[config.mk]
export PLATFORM = sky130hd
export DESIGN_NAME = bound_flasher_gen
export DESIGN_NICKNAME = d
export VERILOG_FILES = /design/src/rtl/bound_flasher_pkg.sv /design/src/rtl/flasher_therm.sv /design/src/rtl/bound_flasher_gen.sv
export SDC_FILE = /design/constraint.sdc
export NUM_CORES = 1
export LEC_CHECK = 0
export BUFFER_PORTS_ARGS = -buffer_cell sky130_fd_sc_hd__buf_2
export CORE_MARGIN = 5
export CORE_UTILIZATION = 50
export DETAILED_ROUTE_END_ITERATION = 10
export PLACE_DENSITY = 0.83
export SKIP_CTS_REPAIR_TIMING = 1
export SYNTH_ARGS = -nofsm -noshare
export SYNTH_HDL_FRONTEND = slang
export SYNTH_SLANG_ARGS = --single-unit
[constraint.sdc]
create_clock -name clk -period 2.9 [get_ports clk]
set_input_delay 0.145 -clock clk [delete_from_list [all_inputs] [get_ports clk]]
set_output_delay 0.145 -clock clk [all_outputs]
set_load 0.02 [all_outputs]
[src/rtl/bound_flasher_pkg.sv]
// bound_flasher_pkg: shared FSM state type, 16-lamp default phase table and bound-legality check
package bound_flasher_pkg;

    typedef enum logic {IDLE, RUN} state_t;

    // Phases 0..5 = 16, 5, 11, 0, 6, 0 (phase 0 in the LSBs, 5 bits each)
    localparam logic [29:0] DEF_PHASE_BOUND = {5'd0, 5'd6, 5'd0, 5'd11, 5'd5, 5'd16};
    // Lit counts 0 and 5 are kickback points
    localparam logic [16:0] DEF_KICK_MASK = 17'h00021;

    // Fill bounds must rise above the previous bound, drain bounds must fall below it,
    // and none may exceed the lamp count; the walk starts from an empty bar.
    function automatic bit bounds_legal(input logic [1023:0] b, input int n_lamps,
                                        input int n_phases, input int cnt_w);
        logic [1023:0] s;
        int prev;
        int cur;
        bit ok;
        prev = 0;
        ok = 1'b1;
        for (int i = 0; i < n_phases; i++) begin
            s = b >> (i * cnt_w);
            cur = int'(s[31:0]) & ((1 << cnt_w) - 1);
            if (cur > n_lamps || ((i % 2 == 0) ? (cur <= prev) : (cur >= prev)))
                ok = 1'b0;
            prev = cur;
        end
        return ok;
    endfunction

endpackage

[src/rtl/flasher_therm.sv]
// flasher_therm: combinational lit-count to thermometer-bar decoder
module flasher_therm #(
    parameter int N_LAMPS = 16,
    localparam int CNT_W = $clog2(N_LAMPS + 1)
) (
    input  logic [CNT_W-1:0]   cnt,
    output logic [N_LAMPS-1:0] bar
);

    for (genvar i = 0; i < N_LAMPS; i++) begin : g_bar
        assign bar[i] = cnt > CNT_W'(i);
    end

endmodule

[src/rtl/bound_flasher_gen.sv]
// bound_flasher_gen: N-lamp fill/drain sequencer with flick start and drain-phase kickback.
// Define BOUND_FLASHER_LOOP_EN to repeat the phase list forever instead of returning to IDLE.
module bound_flasher_gen
    import bound_flasher_pkg::*;
#(
    parameter int N_LAMPS = 16,
    parameter int N_PHASES = 6,
    parameter int CNT_W = $clog2(N_LAMPS + 1),
    parameter logic [N_PHASES*CNT_W-1:0] PHASE_BOUND = DEF_PHASE_BOUND,
    parameter logic [N_LAMPS:0] KICK_MASK = DEF_KICK_MASK,
    localparam int PW = $clog2(N_PHASES)
) (
    input  logic               clk,
    input  logic               rst_n,
    input  logic               flick,
    output logic [N_LAMPS-1:0] lamps,
    output logic               busy,
    output logic [PW-1:0]      phase
);

    localparam logic [PW-1:0] LAST = PW'(N_PHASES - 1);

    if (N_LAMPS < 2 || N_PHASES < 2 || N_PHASES % 2 != 0) begin : g_bad_cfg
        $error("bound_flasher_gen: need N_LAMPS >= 2 and an even N_PHASES >= 2");
    end
    if (!bounds_legal(1024'(PHASE_BOUND), N_LAMPS, N_PHASES, CNT_W)) begin : g_bad_bound
        $error("bound_flasher_gen: PHASE_BOUND is not a legal fill/drain sequence");
    end

    state_t             state, state_n;
    logic [CNT_W-1:0]   l, l_n, l_step, cur_bound;
    logic [PW-1:0]      p, p_n;
    logic [N_LAMPS-1:0] bar_n;
    logic               kick, hit;

    assign cur_bound = CNT_W'(PHASE_BOUND >> (int'(p) * CNT_W));
    assign l_step    = p[0] ? l - CNT_W'(1) : l + CNT_W'(1);
    assign kick      = p[0] && p != LAST && flick && KICK_MASK[l_step];
    assign hit       = l_step == cur_bound;

    flasher_therm #(.N_LAMPS(N_LAMPS)) u_therm (
        .cnt(l_n),
        .bar(bar_n)
    );

    // Step the lit count each RUN edge; kickback wins over a bound hit on the same count
    always_comb begin
        state_n = state;
        l_n = l;
        p_n = p;
        if (state == RUN) begin
            l_n = l_step;
            if (kick) begin
                p_n = p - PW'(1);
            end else if (hit) begin
                p_n = (p == LAST) ? '0 : p + PW'(1);
`ifndef BOUND_FLASHER_LOOP_EN
                state_n = (p == LAST) ? IDLE : RUN;
`endif
            end
        end else begin
            state_n = flick ? RUN : IDLE;
        end
    end

    // State and registered outputs; the bar is decoded from the next count so it tracks L exactly
    always_ff @(posedge clk or negedge rst_n) begin
        if (!rst_n) begin
            state <= IDLE;
            l     <= '0;
            p     <= '0;
            lamps <= '0;
            busy  <= 1'b0;
        end else begin
            state <= state_n;
            l     <= l_n;
            p     <= p_n;
            lamps <= bar_n;
            busy  <= state_n == RUN;
        end
    end

    assign phase = p;

endmodule

# Yosys cells after proc, flatten, opt, wreduce, memory -nomap -nowiden

Memories as Yosys holds them, arrays and structs flattened.
Index checks and enable logic that the tools add are counted.
Widths: inputs -> output; s select.

Word-level logic and storage cells: 47
Input bits: 3
Output and inout bits: 20
Memories: 1
Register bits after elaboration: 25
ROM bits: 32

Memory list:

| name            | words | bits a word | rd ports | clocked after memory_dff | wr ports | line                    | text |
|---|---|---|---|---|---|---|---|
| (no name shown) | 32    | 1           | 1        | 0                        | 0        | bound_flasher_gen.sv:38 | `assign kick = p[0] && p != LAST && flick && KICK_MASK[l_step];` |

Multipliers: 1
$add $sub $neg: 4
Reduce and logical (&&, ||, !) cells: 5
$lt $le $gt $ge: 17
Eq/ne operators: 3
Shift-type cells: 1
Mux-type cells: 11

Operators with widths:

| operator             | number |
|---|---|
| $gt 5x4->1 const B   | 8 |
| $shr 23x6->5 const A | 1 |
| $gt 5x3->1 const B   | 4 |
| $gt 5x1->1 const B   | 2 |
| $gt 5x2->1 const B   | 2 |
| $mux 5               | 2 |
| $mux 3               | 3 |
| $lt 5x6->1 const B   | 1 |
| $mul 3x3->6 const B  | 1 |
| $mux 1               | 6 |
| $add 5x1->5 const B  | 1 |
| $eq 5x5->1           | 1 |
| $sub 5x1->5 const B  | 1 |
| $add 3x1->3 const B  | 1 |
| $eq 3x3->1 const B   | 1 |
| $logic_and 1x1->1    | 3 |
| $ne 3x3->1 const B   | 1 |
| $sub 3x1->3 const B  | 1 |
| $reduce_and 2->1     | 1 |
| $reduce_bool 2->1    | 1 |

# Longest topological paths before layout

Gate-level depths: netlist (run 1).

Word-level depth: 7
Mapped depth: 8

# Modules after synthesis

Synthesis (run 1) repeated with hierarchy kept, for this count alone.

Cell total of the unflattened synthesis: 124
Area total of the unflattened synthesis: 1403.8 um2

By module, submodules not included:

| module            | times used | sequential area each (um2) | cells each | area an instance (um2) |
|---|---|---|---|---|
| bound_flasher_gen | 1          | 625.6                      | 97         | 1261.2 |
| flasher_therm     | 1          | 0.0                        | 27         | 142.6 |

# Least setup slack after synthesis (run 1)

No wires, ideal clock.

Path type: reg-to-reg
Start: register p[0] (netlist: phase[0])
End: register p[1] (netlist: phase[1])
Arrival time: 2485 ps
Path buffers: 0
Setup time: 124 ps
Period minus slack after synthesis: 2609 ps
Slack: 291 ps
Stages on the path, launching flop included: 8
Path through: dfrtp_1 -> fa_1 -> a21o_1 -> a21oi_2 -> xor2_1 -> or3_4 -> and4_4 -> a211o_1

Cells in the longest elaborated chain, start to end: 6
Elaborated cells between the ends (all ways): 18

RTL lines:

| item                                                | line                    | text |
|---|---|---|
| start: declaration                                  | bound_flasher_gen.sv:32 | `logic [PW-1:0] p, p_n;` |
| start signal: assignment                            | bound_flasher_gen.sv:77 | `p <= p_n;` |
| branches (longest 6 deep; another with $mul 3x3->6) | n/a                     |  |

Several ways; the timed one is not identified. The select of a mux whose other input is x is not followed.
A chain may end at the register's enable or synchronous reset.

# Worst setup path after layout (run 1)

Ends and elaborated chain as after synthesis.

==> results of run 1 <==
## metal layers
metal	part of all wire [%]	vias up
li1	-	466
met4	1.2	0
met2	53	24
met5	0	-
met3	4.0	4
met1	42	490
## worst max path at each step
stage	to	slack (ns)	cells past startpoint
global placement	phase[1]	0.31	7
CTS	lamps[1]	0.15	8
floorplan	phase[1]	0.29	7
detailed placement	lamps[1]	0.18	8
finish	phase[1]	0.15	7
global route	phase[0]	0.05	7
## tightest hold or removal path, stage by stage
cell and delay (ns):
buf_2 0.12, nor2_1 0.08, a31oi_1 0.05
## cell type report
type,count,area share [%]
flip-flops and latches,25,40.6
repair buffers,25,8.77
well taps,30,2.44
multi-input cells,83,43.6
clock buffers,4,1.70
inverters,12,2.92
## per-stage QoR
stage / setup slack [ns] / cell area, um2 / hold WS (ns) / util (%)
5_1_grt: 0.0478 / 1540 / 0.0732 / 61.1
2_1_floorplan: 0.291 / 1350 / -0.151 / -
6_report: 0.154 / 1540 / 0.0901 / 61.1
3_5_place_dp: 0.180 / 1500 / 0.155 / 59.5
3_3_place_gp: 0.311 / 1500 / 0.143 / 59.5
4_1_cts: 0.146 / 1530 / -0.201 / 60.5
## placed cells by master, fill, tap and decap left out, types with 2 or more instances in the layout
| cell | n |
|---|---|
| nor3_1 | 3 |
| nor2_1 | 6 |
| o21ai_0 | 10 |
| xnor2_1 | 8 |
| inv_1 | 11 |
| ha_1 | 10 |
| buf_2 | 22 |
| dfrtp_1 | 25 |
| nand2b_1 | 2 |
| nand2_1 | 10 |
| mux2i_1 | 3 |
| a21o_1 | 3 |
| clkbuf_4 | 3 |
| buf_4 | 2 |
| xnor2_2 | 2 |
| xor2_1 | 5 |
| a21oi_1 | 3 |
## state kept, by name, summed over array words and instances, names as in the netlist
signal  count
state       1
phase       3
l           5
lamps      16
## kinds of logic after synthesis
logic type | synth area share, %
buffers and inverters | 4.00
AO/OA/AOI/OAI | 12.0
flip-flops | 46.5
XOR/XNOR | 10.9
AND/OR/NAND/NOR | 12.0
adder cells (fa/ha/maj) | 10.8
multiplexers | 3.90
==> metrics.cfg, run 1 <==
[critical_path]
cp_cell_sequence=fa_1 > a21o_1 > a21oi_2 > xor2_1 > or3_4 > and4_4 > a211o_1
r2r-end=phase[1]
crit_start=phase[0]
critical-path-max-stage-delay_ns=0.57
startpoint_type=register
path_delay_family=compound AO/OA/AOI/OAI gates
regToRegStartpoint=phase[0]
timing.critical_path.buf_inv=0
critPathKind=reg -> reg
crit_path_max_fanout=11
end_kind=register
r2r_slack_ns=0.15
cp.arrival_ns=2.97
r2r_cells=7
cp_slowest_cell=dfrtp_1
worst_ep_required_time_ns=3.12

[floorplan]
initial_core_util_pct=53.4
core_mm2=0.00252
fp.dieW_um=61.9
dieArea_mm2=0.00383
die_y_um=61.9
pin_count=23
rows=18

[cells_and_area]
regArea_um2=626
drive_above_1_share_pct=25.5
nets=164
nFillCells=219
instances_no_fill=179
n_antenna_cell=0
multiInputGateArea_um2=672
areaGrowthSynthToFinish_pct=14.5

[routing]
totalWireLength_mm=2.77
vias=984
drtPass1Iterations=4
drtIter0Drc=49
drtAntennaViolNets=0
drt-wirelength-per-cell_um=15.5
drc=0
vias_per_cell=5.50

[sta]
max_freq_mhz=364
drv_slew=0
post-route-period-util_pct=94.7
hold_viol=0
skew_ns=0.00829
layout_min_cycle_time_ns=2.75
slew_headroom_pct=64.2
finalSetupViolCount=0
tightest_slew_ns=0.538
setup_tns_ns=0
rsz0062_at_grt=false

[synth]
synth_most_common_cell=dfrtp_1
synthFlopType=dfrtp_1
syn_inst=122
yosysWarnings=0
synth-seq-area-share_pct=46.5
ys_types=35
yosysTopAreaCell=dfrtp_1
synth_top_cell_area_share_pct=46.5
synth_edf_count=0
syn_area_per_cell_um2=11.0
netlist_area_mm2=0.00135
syn_nets=136
ys_async_sr_fraction_pct=100
synth.ff_latch_count=25
netlist_top_cells_area=dfrtp_1 (46%), ha_1 (9.3%), xnor2_1 (5.2%)
yosys-top-cells-count=dfrtp_1 (25), inv_1 (11), ha_1 (10), nand2_1 (10), o21ai_0 (10)

[global_routing]
grt_pass1_vias=1002
antenna_found_initial=0
grt_use_met2_pct=28.0
grt_busiest_layer=met2
grt_overflow=0
grtUsageMet3_pct=2.89
grt_pass1_wl_mm=4.70
track_usage_pct=16.8
grt_max_degree=26
grt_use_met1_pct=21.9

[cts]
cts_buffer_depth=2
clkTransAtPathRegs_ns=0.13
clock_sinks=25
h-tree-depth=1
clk_latency_ns=0.32
clockRootBuffer=clkbuf_4
cts_buffers=3
cts_tree=yes

[placement]
hpwl_mm=2.14
place_inst=174
gp_congestion=0.912
io_buffers=22

[min_path]
hp-class=in -> reg
holdPathStages=3
min_to=state
hold_path.startpoint=flick

[flow_run]
drv_cap=0

[status]
status=finished clean

Power of run 1 is not shown: default switching activity piles up to over one toggle a cycle in this logic, so the estimate is an artifact.
==> inputs of run 2 (changes only) <==
--- a/config.mk
+++ b/config.mk
@@ -5,10 +5,12 @@
 export SDC_FILE = /design/constraint.sdc
 export NUM_CORES = 1
 export LEC_CHECK = 0
+export ABC_AREA = 1
 export BUFFER_PORTS_ARGS = -buffer_cell sky130_fd_sc_hd__buf_2
 export CORE_MARGIN = 5
 export CORE_UTILIZATION = 50
 export DETAILED_ROUTE_END_ITERATION = 10
+export GPL_TIMING_DRIVEN = 0
 export PLACE_DENSITY = 0.83
 export SKIP_CTS_REPAIR_TIMING = 1
 export SYNTH_ARGS = -nofsm -noshare
==> metrics.cfg, run 2 <==
[synth]
ys_types=22  ; was 35
syn_inst=182  ; was 122
yosysTopAreaCell=dfrtp_1  ; unchanged
netlist_top_cells_area=dfrtp_1 (43%), nand2_1 (15%), ha_1 (8.7%)  ; was dfrtp_1 (46%), ha_1 (9.3%), xnor2_1 (5.2%)
syn_area_per_cell_um2=7.93  ; was 11.0 um2
yosysWarnings=0  ; unchanged
ys_async_sr_fraction_pct=100  ; unchanged
synth_most_common_cell=nand2_1  ; was dfrtp_1
syn_nets=196  ; was 136
yosys-top-cells-count=nand2_1 (56), dfrtp_1 (25), nand3_1 (23)  ; was dfrtp_1 (25), inv_1 (11), ha_1 (10), nand2_1 (10), o21ai_0 (10)
synth.ff_latch_count=25  ; unchanged
synth_top_cell_area_share_pct=43.4  ; was 46.5%
synthFlopType=dfrtp_1  ; unchanged
synth-seq-area-share_pct=43.4  ; was 46.5%
netlist_area_mm2=0.00144  ; was 0.00135 mm2
synth_edf_count=0  ; unchanged

[critical_path]
crit_path_max_fanout=13  ; was 11
cp_common_cell=nand2_1
r2r_cells=11  ; was 7
regToRegStartpoint=phase[0]  ; unchanged
cp.arrival_ns=2.47  ; was 2.97 ns
end_kind=register  ; unchanged
cp_slowest_cell=dfrtp_1  ; unchanged
timing.critical_path.buf_inv=0  ; unchanged
startpoint_type=register  ; unchanged
r2r_slack_ns=0.67  ; was 0.15 ns
cp_cell_sequence=fa_1 > nand2_1 > nand2_2 > nand2_1 > nand3_1 > nor2_1 > nand2_1 > nand2_4 > nand2_4 > nand2_1 > nand2_1  ; was fa_1 > a21o_1 > a21oi_2 > xor2_1 > or3_4 > and4_4 > a211o_1
path_delay_family=simple AND/OR/NAND/NOR gates  ; was compound AO/OA/AOI/OAI gates
r2r-end=phase[0]  ; was phase[1]
worst_ep_required_time_ns=3.13  ; was 3.12 ns
critPathKind=reg -> reg  ; unchanged
critical-path-max-stage-delay_ns=0.59  ; was 0.57 ns
cp_num_cells=11  ; was 7

[cells_and_area]
layout_common_cells=nand2_1 (56), dfrtp_1 (25), nand3_1 (23), buf_2 (22), inv_1 (20)  ; was dfrtp_1 (25), buf_2 (22), inv_1 (11)
areaGrowthSynthToFinish_pct=13.2  ; was 14.5%
drive_above_1_share_pct=22.5  ; was 25.5%
largest-register=lamps  ; unchanged
n_antenna_cell=0  ; unchanged
largest_reg_flops=16  ; unchanged
mostFrequentLayoutCell=nand2_1  ; was dfrtp_1
nets=224  ; was 164
finish.instance_area_mm2=0.00163  ; was 0.00154 mm2

[sta]
layout_min_cycle_time_ns=2.23  ; was 2.75 ns
holdWs_ns=0.0737  ; was 0.0901 ns
setup_tns_ns=0  ; unchanged
skew_ns=0.00736  ; was 0.00829 ns
max_freq_mhz=448  ; was 364 MHz
drv_slew=0  ; unchanged
tightest_slew_ns=0.525  ; was 0.538 ns
post-route-period-util_pct=77.0  ; was 94.7%
slew_headroom_pct=65.0  ; was 64.2%
rsz0062_at_grt=false  ; unchanged
setup_ws_ns=0.667  ; was 0.154 ns
hold_viol=0  ; unchanged
finalSetupViolCount=0  ; unchanged

[cts]
h-tree-depth=1  ; unchanged
clock_sinks=25  ; unchanged
clkTransAtPathRegs_ns=0.14  ; was 0.13 ns
clk_latency_ns=0.32  ; about the same
cts_tree=yes  ; unchanged
clockRootBuffer=clkbuf_4  ; unchanged
cts_buffer_depth=2  ; unchanged
cts_buffers=3  ; unchanged

[min_path]
hp-class=in -> reg  ; unchanged
hold_path.startpoint=flick  ; unchanged
holdPathStages=3  ; unchanged
min_to=state  ; unchanged

[global_routing]
grt_pass1_wl_mm=4.91  ; was 4.70 mm
grt_overflow=0  ; unchanged
grt_pass1_vias=1157  ; was 1002
track_usage_pct=14.8  ; was 16.8%
grt_max_degree=26  ; unchanged
antenna_found_initial=0  ; unchanged

[placement]
dpl-instance-area_mm2=0.00159  ; was 0.00150 mm2
hpwl_mm=2.25  ; was 2.14 mm
io_buffers=22  ; unchanged
gp_congestion=0.850  ; was 0.912
place_ws_ns=0.704  ; was 0.180 ns

[floorplan]
rows=19  ; was 18
die_y_um=63.7  ; was 61.9 um
dieArea_mm2=0.00406  ; was 0.00383 mm2
fp.dieW_um=63.7  ; was 61.9 um
core_mm2=0.00276  ; was 0.00252 mm2
initial_core_util_pct=52.3  ; was 53.4%
pin_count=23  ; unchanged

[status]
status=finished clean  ; unchanged

[routing]
drtPass1Iterations=4  ; unchanged
totalWireLength_mm=2.79  ; was 2.77 mm
drtAntennaViolNets=0  ; unchanged
drt-wirelength-per-cell_um=11.6  ; was 15.5 um
drtIter0Drc=31  ; was 49
drc=0  ; unchanged
vias_per_cell=5.07  ; was 5.50
vias=1216  ; was 984

[flow_run]
drv_cap=0  ; unchanged

==> run 2: worst max path at each step <==
stage	start	end	slack, ns
6_report	phase[0]	phase[0]	0.67
3_5_place_dp	phase[0]	phase[0]	0.70
2_1_floorplan	phase[0]	phase[0]	0.88
5_1_grt	phase[0]	lamps[0]	0.45
3_3_place_gp	phase[0]	phase[0]	0.77
4_1_cts	phase[0]	phase[0]	0.69
==> run 2: metrics by stage <==
| step | instances | utilization (%) |
|---|---|---|
| floorplan | 182 | - |
| global placement | 235 | 57.7 |
| detailed placement | 235 | 57.7 |
| CTS | 239 | 58.8 |
| global route | 240 | 59.2 |
| finish | 240 | 59.2 |
==> run 2: layout make-up <==
type                       instances  area, um2
buffer                             2       18.8
fill                             256       1120
clock buffer                       3       22.5
tap                               31       38.8
inverter                          26       97.6
multi-input combinational        129        701
clock inverter                     1       8.76
sequential                        25        626
timing repair buffer              23        120
==> run 2: worst register-to-register path, stage by stage (launching register included) <==
cell,delay (ns)
dfrtp_1,0.59
fa_1,0.54
nand2_1,0.11
nand2_2,0.10
nand2_1,0.07
nand3_1,0.06
nor2_1,0.21
nand2_1,0.18
nand2_4,0.13
nand2_4,0.05
nand2_1,0.05
nand2_1,0.05
==> run 2: logic make-up after synthesis <==
family | count (synthesis) | synth area share [%]
AND/OR/NAND/NOR | 102 | 31.8
flip-flops | 25 | 43.4
XOR/XNOR | 2 | 1.21
adder cells (fa/ha/maj) | 11 | 10.1
AO/OA/AOI/OAI | 14 | 5.46
buffers and inverters | 28 | 8.07
==> run 2: layer usage <==
metal	vias to the layer above	wire length [um]	GRT usage [%]
met1	563	1230	18.4
met2	23	1420	24.9
met4	0	46	5.97
met5	-	0	0
met3	6	89	3.20
li1	624	-	-
Power of run 2 is left out for the same reason.
==> inputs of run 3 (changes only) <==
==> constraint.sdc (replaced) <==
create_clock -name clk -period 2.35 [get_ports clk]
set_input_delay 0.1175 -clock clk [delete_from_list [all_inputs] [get_ports clk]]
set_output_delay 0.1175 -clock clk [all_outputs]
set_load 0.02 [all_outputs]
==> metrics.cfg, run 3 (synthesized netlist as in run 2, its figures left out) <==
[floorplan]
dieArea_mm2=0.00406  ; unchanged
rows=19  ; unchanged
fp.dieW_um=63.7  ; unchanged
core_mm2=0.00276  ; unchanged
pin_count=23  ; unchanged
die_y_um=63.7  ; unchanged
initial_core_util_pct=52.3  ; unchanged

[sta]
drv_slew=0  ; unchanged
skew_ns=0.00735  ; was 0.00736 ns
slew_headroom_pct=65.1  ; was 65.0%
tightest_slew_ns=0.524  ; was 0.525 ns
hold_viol=0  ; unchanged
finalSetupViolCount=0  ; unchanged
setup_tns_ns=0  ; unchanged
rsz0062_at_grt=false  ; unchanged
layout_min_cycle_time_ns=2.14  ; was 2.23 ns
post-route-period-util_pct=91.0  ; was 77.0%
holdWs_ns=0.0462  ; was 0.0737 ns
setup_ws_ns=0.212  ; was 0.667 ns
max_freq_mhz=468  ; was 448 MHz

[cts]
clockRootBuffer=clkbuf_4  ; unchanged
clock_sinks=25  ; unchanged
h-tree-depth=1  ; unchanged
clkTransAtPathRegs_ns=0.14  ; about the same
cts_tree=yes  ; unchanged
cts_buffer_depth=2  ; unchanged
cts_buffers=3  ; unchanged
clk_latency_ns=0.32  ; about the same

[placement]
hpwl_mm=2.25  ; unchanged
io_buffers=22  ; unchanged
place_ws_ns=0.154  ; was 0.704 ns
gp_congestion=0.850  ; unchanged

[global_routing]
antenna_found_initial=0  ; unchanged
grt_max_degree=26  ; unchanged
grt_overflow=0  ; unchanged
track_usage_pct=14.8  ; unchanged
grt_pass1_wl_mm=4.91  ; unchanged
grt_pass1_vias=1157  ; unchanged

[critical_path]
regToRegStartpoint=phase[0]  ; unchanged
crit_start=phase[0]  ; unchanged
worst_ep_required_time_ns=2.58  ; was 3.13 ns
critPathKind=reg -> reg  ; unchanged
end_kind=register  ; unchanged
crit_path_max_fanout=13  ; unchanged
cp.arrival_ns=2.37  ; was 2.47 ns
startpoint_type=register  ; unchanged

[cells_and_area]
nets=224  ; unchanged
largest_reg_flops=16  ; unchanged
layout_common_cells=nand2_1 (56), dfrtp_1 (24), nand3_1 (23), buf_2 (22), inv_1 (20)  ; was nand2_1 (56), dfrtp_1 (25), nand3_1 (23), buf_2 (22), inv_1 (20)
n_antenna_cell=0  ; unchanged
largest-register=lamps  ; unchanged
drive_above_1_share_pct=23.0  ; was 22.5%
mostFrequentLayoutCell=nand2_1  ; unchanged
areaGrowthSynthToFinish_pct=13.3  ; was 13.2%

[routing]
drtAntennaViolNets=0  ; unchanged
drtIter0Drc=31  ; unchanged
vias_per_cell=5.06  ; was 5.07
vias=1215  ; was 1216
drtPass1Iterations=4  ; unchanged
totalWireLength_mm=2.79  ; unchanged
drc=0  ; unchanged
drt-wirelength-per-cell_um=11.6  ; unchanged

[min_path]
hp-class=in -> reg  ; unchanged
hold_path.startpoint=flick  ; unchanged

[flow_run]
drv_cap=0  ; unchanged

[status]
status=finished clean  ; unchanged

## run 3: layout make-up
cell class                 instances  area (um2)
buffer                             2        18.8
clock buffer                       3        22.5
clock inverter                     1        8.76
fill                             256        1120
inverter                          26        97.6
multi-input combinational        129         701
sequential                        25         627
tap                               31        38.8
timing repair buffer              23         120
## run 3: per-stage QoR
| stage | cells | area [um2] | utilization (%) |
|---|---|---|---|
| after floorplan | 182 | 1440 | - |
| after global placement | 235 | 1590 | 57.7 |
| after detailed placement | 235 | 1590 | 57.7 |
| after CTS | 239 | 1620 | 58.8 |
| after global routing | 240 | 1630 | 59.3 |
| final | 240 | 1630 | 59.3 |
## run 3: path summary, 6_finish.rpt
kind	endpoint	slack, ns	depth (start not counted)
max	phase[1]	0.21	11
min	state	0.05	3
max reg2reg	phase[1]	0.21	11
min reg2reg	phase[1]	0.59	2
max in group asynchronous	phase[0]	1.69	2
min in group asynchronous	lamps[3]	0.29	2
## run 3: worst max-delay path, stage by stage (launching register included)
cell     delay, ns
dfrtp_2       0.54
fa_1          0.50
nand2_1       0.11
nand2_2       0.10
nand2_1       0.07
nand3_1       0.06
nor2_1        0.21
nand2_1       0.18
nand2_4       0.13
nand2_4       0.05
nand2_1       0.05
nand2_1       0.05
## run 3: routing by layer
metal	vias to the layer above	wire length [um]	part of all wire (%)	global-route usage, %
li1	624	-	-	-
met1	562	1230	44	18.4
met2	23	1420	51	24.9
met4	0	46	1.7	5.97
met5	-	0	0	0
met3	6	89	3.2	3.20
Power of run 3 is left out for the same reason.
